[config.mk]
export PLATFORM = sky130hd
export DESIGN_NAME = float_add_pipe
export DESIGN_NICKNAME = d
export VERILOG_FILES = /design/src/rtl/float_add_pipe.sv
export SDC_FILE = /design/constraint.sdc
export NUM_CORES = 1
export LEC_CHECK = 0
export CORE_ASPECT_RATIO = 1.5
export CORE_UTILIZATION = 55
export CTS_CLUSTER_SIZE = 25
export DETAILED_ROUTE_END_ITERATION = 6
export GPL_TIMING_DRIVEN = 0
export PLACE_DENSITY = 0.9
export SETUP_SLACK_MARGIN = 0.02
export SLEW_MARGIN = 20
export SYNTH_ARGS = -nofsm -noshare
export SYNTH_HDL_FRONTEND = slang
export SYNTH_SLANG_ARGS = --single-unit
[constraint.sdc]
create_clock -name CLK -period 6 [get_ports CLK]
set_clock_uncertainty 0.15 [all_clocks]
set_input_delay 1.2 -clock CLK [delete_from_list [all_inputs] [get_ports CLK]]
set_output_delay 1.2 -clock CLK [all_outputs]
set_load 0.02 [all_outputs]
[src/rtl/float_add_pipe.sv]
// Three-stage pipelined IEEE-754 adder/subtractor: align, add/normalise, round/assemble.
// Round-to-nearest-even, subnormal support, per-result exception flags; valid/ready on both sides.
module float_add_pipe #(
    parameter int  EXPONENT_WIDTH = 5,
    parameter int  FRACTION_WIDTH = 10,
    localparam int FLOAT_WIDTH    = 1 + EXPONENT_WIDTH + FRACTION_WIDTH
) (
    input  logic                   CLK,
    input  logic                   nRST,
    input  logic                   in_valid,
    output logic                   in_ready,
    input  logic [FLOAT_WIDTH-1:0] float1,
    input  logic [FLOAT_WIDTH-1:0] float2,
    input  logic                   subtract,
    output logic                   out_valid,
    input  logic                   out_ready,
    output logic [FLOAT_WIDTH-1:0] sum,
    output logic                   flag_invalid,
    output logic                   flag_overflow,
    output logic                   flag_inexact
);

    localparam int E       = EXPONENT_WIDTH;
    localparam int F       = FRACTION_WIDTH;
    localparam int W       = FLOAT_WIDTH;
    localparam int SIG_W   = F + 4;            // hidden, fraction, guard, round, sticky
    localparam int SH_W    = $clog2(SIG_W + 1);
    localparam int ALIGN_W = 2 * F + 6;

    localparam logic [E-1:0] EXP_ONE  = E'(1);
    localparam logic [E:0]   XEXP_ONE = (E + 1)'(1);
    localparam logic [E:0]   XEXP_MAX = {1'b0, {E{1'b1}}};
    localparam logic [W-1:0] QNAN     = {1'b0, {E{1'b1}}, 1'b1, {(F - 1){1'b0}}};

    typedef enum logic [2:0] {
        CLS_ZERO,
        CLS_SUBNORMAL,
        CLS_NORMAL,
        CLS_INF,
        CLS_QNAN,
        CLS_SNAN
    } fclass_e;

    function automatic fclass_e classify(input logic [E-1:0] e, input logic [F-1:0] f);
        if (e == '0) return (f == '0) ? CLS_ZERO : CLS_SUBNORMAL;
        if (e != '1) return CLS_NORMAL;
        if (f == '0) return CLS_INF;
        return f[F-1] ? CLS_QNAN : CLS_SNAN;
    endfunction

    // Handshake: every stage moves together whenever the output slot is free or drained.
    logic advance;
    assign advance  = ~out_valid | out_ready;
    assign in_ready = advance;

    // ---------------- Stage 1: classify, swap, align ----------------
    logic          sign1, sign2;
    logic [E-1:0]  exp1, exp2;
    logic [F-1:0]  frac1, frac2;
    fclass_e       cls1, cls2;
    logic          nan1, nan2, snan1, snan2, inf1, inf2;

    assign sign1 = float1[W-1];
    assign exp1  = float1[W-2:F];
    assign frac1 = float1[F-1:0];
    assign sign2 = float2[W-1] ^ subtract;
    assign exp2  = float2[W-2:F];
    assign frac2 = float2[F-1:0];

    assign cls1  = classify(exp1, frac1);
    assign cls2  = classify(exp2, frac2);
    assign snan1 = (cls1 == CLS_SNAN);
    assign snan2 = (cls2 == CLS_SNAN);
    assign nan1  = snan1 | (cls1 == CLS_QNAN);
    assign nan2  = snan2 | (cls2 == CLS_QNAN);
    assign inf1  = (cls1 == CLS_INF);
    assign inf2  = (cls2 == CLS_INF);

    logic               swap;
    logic               a_sign;
    logic [E-1:0]       a_exp, b_exp, a_exp_eff, b_exp_eff, exp_diff;
    logic [F-1:0]       a_frac, b_frac;
    logic [F:0]         a_sig, b_sig;
    logic [SH_W-1:0]    align_sh;
    logic [ALIGN_W-1:0] align_in, align_out;
    logic [SIG_W-1:0]   a_al, b_al;
    logic               spec, invalid;
    logic [W-1:0]       spec_val;

    always_comb begin
        swap      = {exp2, frac2} > {exp1, frac1};
        a_sign    = swap ? sign2 : sign1;
        a_exp     = swap ? exp2 : exp1;
        a_frac    = swap ? frac2 : frac1;
        b_exp     = swap ? exp1 : exp2;
        b_frac    = swap ? frac1 : frac2;
        a_exp_eff = (a_exp == '0) ? EXP_ONE : a_exp;
        b_exp_eff = (b_exp == '0) ? EXP_ONE : b_exp;
        a_sig     = {a_exp != '0, a_frac};
        b_sig     = {b_exp != '0, b_frac};
        exp_diff  = a_exp_eff - b_exp_eff;

        // Clamping keeps any far-shifted bits inside the sticky window.
        if (int'(exp_diff) > SIG_W) align_sh = SH_W'(SIG_W);
        else                        align_sh = SH_W'(exp_diff);

        align_in  = {b_sig, 2'b00, {(F + 3){1'b0}}};
        align_out = align_in >> align_sh;
        b_al      = {align_out[ALIGN_W-1:F+3], |align_out[F+2:0]};
        a_al      = {a_sig, 3'b000};

        spec      = nan1 | nan2 | inf1 | inf2;
        invalid   = snan1 | snan2 | (inf1 & inf2 & (sign1 != sign2));
        if (nan1 | nan2 | (inf1 & inf2 & (sign1 != sign2))) spec_val = QNAN;
        else if (inf1)                                      spec_val = {sign1, {E{1'b1}}, {F{1'b0}}};
        else                                                spec_val = {sign2, {E{1'b1}}, {F{1'b0}}};
    end

    logic             s1_valid_q, s1_sign_q, s1_sub_q, s1_spec_q, s1_invalid_q;
    logic [E-1:0]     s1_exp_q;
    logic [SIG_W-1:0] s1_sig_a_q, s1_sig_b_q;
    logic [W-1:0]     s1_spec_val_q;

    // ---------------- Stage 2: add/subtract and normalise ----------------
    logic [SIG_W:0]   sum_raw;
    logic [E:0]       exp_ext, max_sh, lsh;
    logic [SH_W-1:0]  lz;
    logic             lz_found;
    logic [SIG_W-1:0] s2_sig_d;
    logic [E:0]       s2_exp_d;

    always_comb begin
        exp_ext  = {1'b0, s1_exp_q};
        sum_raw  = s1_sub_q ? ({1'b0, s1_sig_a_q} - {1'b0, s1_sig_b_q})
                            : ({1'b0, s1_sig_a_q} + {1'b0, s1_sig_b_q});
        lz       = SH_W'(SIG_W);
        lz_found = 1'b0;
        for (int i = SIG_W - 1; i >= 0; i--) begin
            if (!lz_found && sum_raw[i]) begin
                lz       = SH_W'(SIG_W - 1 - i);
                lz_found = 1'b1;
            end
        end
        max_sh = exp_ext - XEXP_ONE;
        if (int'(lz) > int'(max_sh)) lsh = max_sh;
        else                         lsh = (E + 1)'(lz);

        if (sum_raw[SIG_W]) begin
            s2_sig_d = {sum_raw[SIG_W:2], sum_raw[1] | sum_raw[0]};
            s2_exp_d = exp_ext + XEXP_ONE;
        end else begin
            // Left shift stops at exponent 1; anything still unnormalised is subnormal.
            s2_sig_d = sum_raw[SIG_W-1:0] << lsh;
            s2_exp_d = exp_ext - lsh;
        end
    end

    logic             s2_valid_q, s2_sign_q, s2_sub_q, s2_spec_q, s2_invalid_q;
    logic [E:0]       s2_exp_q;
    logic [SIG_W-1:0] s2_sig_q;
    logic [W-1:0]     s2_spec_val_q;

    // ---------------- Stage 3: round and assemble ----------------
    logic [F:0]   mant, mant_f;
    logic [F+1:0] mant_r;
    logic         g_bit, r_bit, s_bit, rnd_up;
    logic [E:0]   exp_f;
    logic [E-1:0] exp_field;
    logic [W-1:0] sum_d;
    logic         invalid_d, overflow_d, inexact_d;

    always_comb begin
        mant   = s2_sig_q[SIG_W-1:3];
        g_bit  = s2_sig_q[2];
        r_bit  = s2_sig_q[1];
        s_bit  = s2_sig_q[0];
        rnd_up = g_bit & (r_bit | s_bit | mant[0]);
        mant_r = {1'b0, mant} + {{(F + 1){1'b0}}, rnd_up};
        if (mant_r[F+1]) begin
            mant_f = mant_r[F+1:1];
            exp_f  = s2_exp_q + XEXP_ONE;
        end else begin
            mant_f = mant_r[F:0];
            exp_f  = s2_exp_q;
        end
        exp_field = mant_f[F] ? exp_f[E-1:0] : '0;

        sum_d      = {s2_sign_q, exp_field, mant_f[F-1:0]};
        invalid_d  = 1'b0;
        overflow_d = 1'b0;
        inexact_d  = g_bit | r_bit | s_bit;
        if (s2_spec_q) begin
            sum_d     = s2_spec_val_q;
            invalid_d = s2_invalid_q;
            inexact_d = 1'b0;
        end else if (mant_f[F] && (exp_f >= XEXP_MAX)) begin
            sum_d      = {s2_sign_q, {E{1'b1}}, {F{1'b0}}};
            overflow_d = 1'b1;
            inexact_d  = 1'b1;
        end else if (s2_sig_q == '0) begin
            // Exact cancellation yields +0; same-sign zeros keep their sign.
            sum_d = {s2_sign_q & ~s2_sub_q, {(W - 1){1'b0}}};
        end
    end

    logic         out_valid_q, invalid_q, overflow_q, inexact_q;
    logic [W-1:0] sum_q;

    always_ff @(posedge CLK or negedge nRST) begin
        if (!nRST) begin
            s1_valid_q    <= 1'b0;
            s1_sign_q     <= 1'b0;
            s1_sub_q      <= 1'b0;
            s1_spec_q     <= 1'b0;
            s1_invalid_q  <= 1'b0;
            s1_exp_q      <= '0;
            s1_sig_a_q    <= '0;
            s1_sig_b_q    <= '0;
            s1_spec_val_q <= '0;
            s2_valid_q    <= 1'b0;
            s2_sign_q     <= 1'b0;
            s2_sub_q      <= 1'b0;
            s2_spec_q     <= 1'b0;
            s2_invalid_q  <= 1'b0;
            s2_exp_q      <= '0;
            s2_sig_q      <= '0;
            s2_spec_val_q <= '0;
            out_valid_q   <= 1'b0;
            sum_q         <= '0;
            invalid_q     <= 1'b0;
            overflow_q    <= 1'b0;
            inexact_q     <= 1'b0;
        end else if (advance) begin
            s1_valid_q    <= in_valid;
            s1_sign_q     <= a_sign;
            s1_sub_q      <= sign1 ^ sign2;
            s1_spec_q     <= spec;
            s1_invalid_q  <= invalid;
            s1_exp_q      <= a_exp_eff;
            s1_sig_a_q    <= a_al;
            s1_sig_b_q    <= b_al;
            s1_spec_val_q <= spec_val;
            s2_valid_q    <= s1_valid_q;
            s2_sign_q     <= s1_sign_q;
            s2_sub_q      <= s1_sub_q;
            s2_spec_q     <= s1_spec_q;
            s2_invalid_q  <= s1_invalid_q;
            s2_exp_q      <= s2_exp_d;
            s2_sig_q      <= s2_sig_d;
            s2_spec_val_q <= s1_spec_val_q;
            out_valid_q   <= s2_valid_q;
            sum_q         <= sum_d;
            invalid_q     <= invalid_d;
            overflow_q    <= overflow_d;
            inexact_q     <= inexact_d;
        end
    end

    assign out_valid     = out_valid_q;
    assign sum           = sum_q;
    assign flag_invalid  = invalid_q;
    assign flag_overflow = overflow_q;
    assign flag_inexact  = inexact_q;

endmodule
==> results of run 1 <==
what timing repair did:
| action | in CTS |
|---|---|
| pin swaps | 57 |
| endpoints found under the setup margin | 34 |
| cloned | 2 |
| resized for setup | 153 |
| setup buffers | 96 |
cell families after synthesis:
| group | share of synthesized area, % |
|---|---|
| AND/OR/NAND/NOR | 21.6 |
| AO/OA/AOI/OAI | 23.4 |
| buffers and inverters | 5.43 |
| flip-flops | 27.3 |
| multiplexers | 8.88 |
| adder cells (fa/ha/maj) | 9.50 |
| XOR/XNOR | 3.89 |
synth_stat cells (6+ instances only):
| cell type | n | area (um2) |
|---|---|---|
| nand2_1 | 134 | 503 |
| nor2_1 | 89 | 334 |
| dfrtp_1 | 86 | 2150 |
| a21oi_1 | 77 | 385 |
| mux2i_1 | 62 | 621 |
| o21ai_0 | 57 | 285 |
| ha_1 | 55 | 688 |
| inv_1 | 55 | 206 |
| clkbuf_1 | 42 | 158 |
| xnor2_1 | 25 | 219 |
| nand3_1 | 24 | 120 |
| nor3_1 | 19 | 95.1 |
| a211oi_1 | 15 | 113 |
| a21o_1 | 14 | 105 |
| and3_1 | 14 | 87.6 |
| nand2b_1 | 13 | 81.3 |
| nand4_1 | 13 | 81.3 |
| nor4_1 | 13 | 81.3 |
| nor2b_1 | 12 | 75.1 |
| xor2_1 | 10 | 87.6 |
| a31oi_1 | 9 | 56.3 |
| o211ai_1 | 9 | 67.6 |
| o21ai_1 | 8 | 40.0 |
| o22ai_1 | 8 | 50.1 |
| o31ai_1 | 8 | 60.1 |
| a221o_1 | 7 | 70.1 |
| o21a_1 | 7 | 52.6 |
| a221oi_1 | 6 | 52.6 |
routing by layer:
layer	GRT overflow	GRT usage [%]
met1	0	54.0
met2	0	78.3
met3	0	27.4
met4	1	54.7
met5	0	5.24
per-stage QoR:
| stage | TNS, ns | instance area [um2] | hold slack, ns |
|---|---|---|---|
| 3_3_place_gp | -24.72 | 8910 | 0.295 |
| 2_1_floorplan | -0.162 | 8100 | 0.280 |
| 4_1_cts | -0.141 | 10400 | 0.320 |
| 3_5_place_dp | -25.56 | 8930 | 0.304 |
==> impl_metrics.yaml, run 1 <==
clock_network:
  cts_sinks: 86
  clockBufferDepth: 2
  htree_levels: 3
  clockRootBuffer: "clkbuf_16"
  hold_buffers: 0
  numCtsBuffers: 9
placed_design:
  place.gp.congestion: 1.01
  placed_cells: 1245
  place_ws_ns: -1.46
  port_buffers: 57
  place_hpwl_mm: 19.6
yosys:
  ys_warn_count: 0
  synth_edf_count: 0
  synth_nets: 1090
  synth_ff_type: "dfrtp_1"
  ys_types: 74
  syn-instance-count: 995
  async_reset_ff_share_pct: 100
  ys_ff_latch: 86
  seq_area_frac_synth_pct: 27.3
  syn_area_um2: 7880
  synth.avg_cell_area_um2: 7.92
run_status:
  error_line: "[ERROR GRT-0232] Routing congestion too high. Check the congestion heatmap in the GUI."
  status: "did not finish"
  lastStage: "global routing (5_1_grt)"
timing:
  postGrtWorstEndpoint: "s2_exp_q[4]$_DFFE_PN0P_/D"
  worst_endpoint_kind: "sequential cell input"
floorplanning:
  rows: 53
  die_x_um: 99.7
  fp.dieH_um: 149
  ioPinCount: 58
  initial_core_util_pct: 56.3
global_route:
  grt_max_degree: 47
  grtUsageTotal_pct: 54.1
  overflow: 1
==> run 2, diff against run 1 <==
==> config.mk (replaced) <==
export PLATFORM = sky130hd
export DESIGN_NAME = float_add_pipe
export DESIGN_NICKNAME = d
export VERILOG_FILES = /design/src/rtl/float_add_pipe.sv
export SDC_FILE = /design/constraint.sdc
export NUM_CORES = 1
export LEC_CHECK = 0
export CORE_UTILIZATION = 40
export DETAILED_ROUTE_END_ITERATION = 6
export GPL_TIMING_DRIVEN = 0
export PLACE_DENSITY_LB_ADDON = 0.15
export SLEW_MARGIN = 20
export SYNTH_ARGS = -nofsm -noshare
export SYNTH_HDL_FRONTEND = slang
export SYNTH_SLANG_ARGS = --single-unit
==> constraint.sdc (replaced) <==
create_clock -name CLK -period 7.8 [get_ports CLK]
set_clock_uncertainty 0.15 [all_clocks]
set_input_delay 1.56 -clock CLK [delete_from_list [all_inputs] [get_ports CLK]]
set_output_delay 1.56 -clock CLK [all_outputs]
set_load 0.02 [all_outputs]
==> run 2 against run 1 <==
Effect of this change: the run now ends clean; synthesized cell count is the same; area after synthesis unchanged.
==> impl_metrics.yaml, run 2 <==
run_status:
  status: "complete, no violations"
power_and_ir_drop:
  finalPower_mw: 4.45
  ir_drop_v: 0.000197
  leakagePower_nw: 4.01
  p_per_area_nw_per_um2: 478
setup_path:
  start_kind: "input pin"
  end_kind: "register"
  critPathKind: "input pin to register"
  cpPeakStageDelay_ns: 0.55
  crit_path_frequent_cell: "a21oi_1"
  cp_data_required_time_ns: 7.87
  crit_path_max_fanout: 10
  crit_slowest_cell: "clkdlybuf4s50_1"
  critPathArrivalTime_ns: 7.45
yosys:
  synth_ff_type: "dfrtp_1"
  netlist_top_cells_count: "nand2_1, nor2_1, dfrtp_1"
  yosysTopAreaCell: "dfrtp_1"
  synthTopCellsByArea: "dfrtp_1, ha_1, mux2i_1"
  synth_top_area_share_pct: 27.3
  ys_ff_latch: 86
  yosysMostFrequentCell: "nand2_1"
  ys_warn_count: 0
  synth.avg_cell_area_um2: 7.92
  synth_nets: 1090
  syn-instance-count: 995
  synth_edf_count: 0
  async_reset_ff_share_pct: 100
  syn_area_um2: 7880
  ys_types: 74
  seq_area_frac_synth_pct: 27.3
timing:
  fin_crit_sh_pct: 94.5
  drv_slew: 0
  setup_viol: 0
  finalWorstSetupSlack_ns: 0.425
  relSlewSlack_pct: 44.0
  period_needed_ns: 7.37
  fmax_ghz: 0.136
  tightest_slew_ns: 0.833
  finalHoldViolations: 0
finish:
  drive_above_1_share_pct: 7.06
  final_common_cell: "nand2_1"
  final_cell_mix: "nand2_1, nor2_1, dfrtp_1, a21oi_1, mux2i_1"
  final_cells: 1336
  fin_nets: 1166
  antenna_cells: 0
  synthToLayoutAreaGrowth_pct: 18.4
  largest_reg_flops: 16
floorplanning:
  fp.dieH_um: 142
  rows: 50
  ioPinCount: 58
  initial_core_util_pct: 41.4
  die-area_um2: 20300
  die_x_um: 142
  coreArea_um2: 19000
flow_run:
  cap_viol_max_count: 0
placed_design:
  port_buffers: 57
  placed_cells: 1313
  place_ws_ns: -1.67
  place_hpwl_mm: 19.4
  place.gp.congestion: 0.923
clock_network:
  clockRootBuffer: "clkbuf_16"
  numCtsBuffers: 9
  htree_levels: 3
  cts_tree: "done"
  cts_sinks: 86
  clk_pin_slew_worst_paths_ns: 0.07
  hold_buffers: 0
  clk_latency_ns: 0.35
  clockBufferDepth: 2
min_path:
  hold_class: "register to register"
routing:
  ant_nets: 0
  drtPass1Iterations: 6
  vias_per_cell: 5.85
  num_vias: 7811
  wirelength_mm: 24.7
  drcViolationCount: 0
  drtIter0Drc: 655
  post_drt_wl_per_cell_um: 18.5
global_route:
  grt_pass1_vias: 7415
  grtUsageTotal_pct: 25.1
  grt_max_degree: 53
  grt_pass1_wl_mm: 39.6
  overflow: 0
  antenna_found_initial: 0
[run 2: cell counts after synthesis]
No cell type changed its count.
[run 2: path summary, 6_finish.rpt]
path	depth (start not counted)	slack [ns]	endpoint	start
worst max-delay path	30	0.43	s1_sig_b_q[0]	float1[1]
min in group asynchronous	1	1.01	sum[5]	nRST
max in group asynchronous	2	5.85	s1_sig_b_q[12]	nRST
worst min-delay path	1	0.32	out_valid	s2_valid_q
worst min register to register	1	0.32	out_valid	s2_valid_q
worst max register to register	31	0.55	s2_exp_q[5]	s1_sig_a_q[6]
[run 2: kinds of logic (layout without fill, tap and decap cells)]
logic type	after synthesis	after routing	share of synthesized area [%]
buffers and inverters	109	190	5.43
multiplexers	68	68	8.88
XOR/XNOR	35	35	3.89
flip-flops	86	86	27.3
AND/OR/NAND/NOR	361	361	21.6
adder cells (fa/ha/maj)	58	58	9.50
AO/OA/AOI/OAI	278	278	23.4
[run 2: worst max-delay path, delay by kind of cell]
kind / cells / cell delay [ns]
buf+inv: 9 / 1.98
compound gates: 12 / 1.97
simple gates: 3 / 0.61
mux: 2 / 0.34
xor+xnor: 1 / 0.18
fa+ha+maj: 3 / 0.82
[run 2: cell type report]
class / count / area [um2]
multi-input combinational: 800 / 5390
clock buffer: 9 / 225
buffer: 52 / 238
clock inverter: 7 / 126
timing repair buffer: 66 / 656
sequential: 86 / 2150
fill: 1913 / 9690
tap: 260 / 325
inverter: 56 / 215
[run 2: what timing repair did]
action                                  CTS  global route
pin swaps                                 1             4
resized for setup                        11            27
endpoints found under the setup margin   15            17
setup buffers                             1             7
[run 2: layer usage]
| metal | share of wire [%] | global-route usage (%) |
|---|---|---|
| met1 | 47 | 34.9 |
| met2 | 45 | 39.3 |
| met5 | 0 | 0 |
| met4 | 2.5 | 8.77 |
| met3 | 6.1 | 3.87 |
[run 2: stage by stage]
step | cell area, um2 | util, % | hold slack [ns] | setup TNS (ns)
floorplan | 7880 | - | 0.280 | 0
global placement | 8770 | 46.1 | 0.297 | -18.10
detailed placement | 8800 | 46.3 | 0.303 | -18.79
CTS | 9190 | 48.3 | 0.318 | 0
global route | 9330 | 49.1 | 0.343 | -0.0247
finish | 9330 | 49.1 | 0.316 | 0
[run 2: where the power goes]
group          leakage (nW)  total (mW)  switching [mW]  internal [mW]
clock                 0.169       0.517           0.199          0.318
combinational          2.79        3.14            1.90           1.24
sequential             1.05       0.794           0.165          0.629
(Power assumes the default switching activity.)
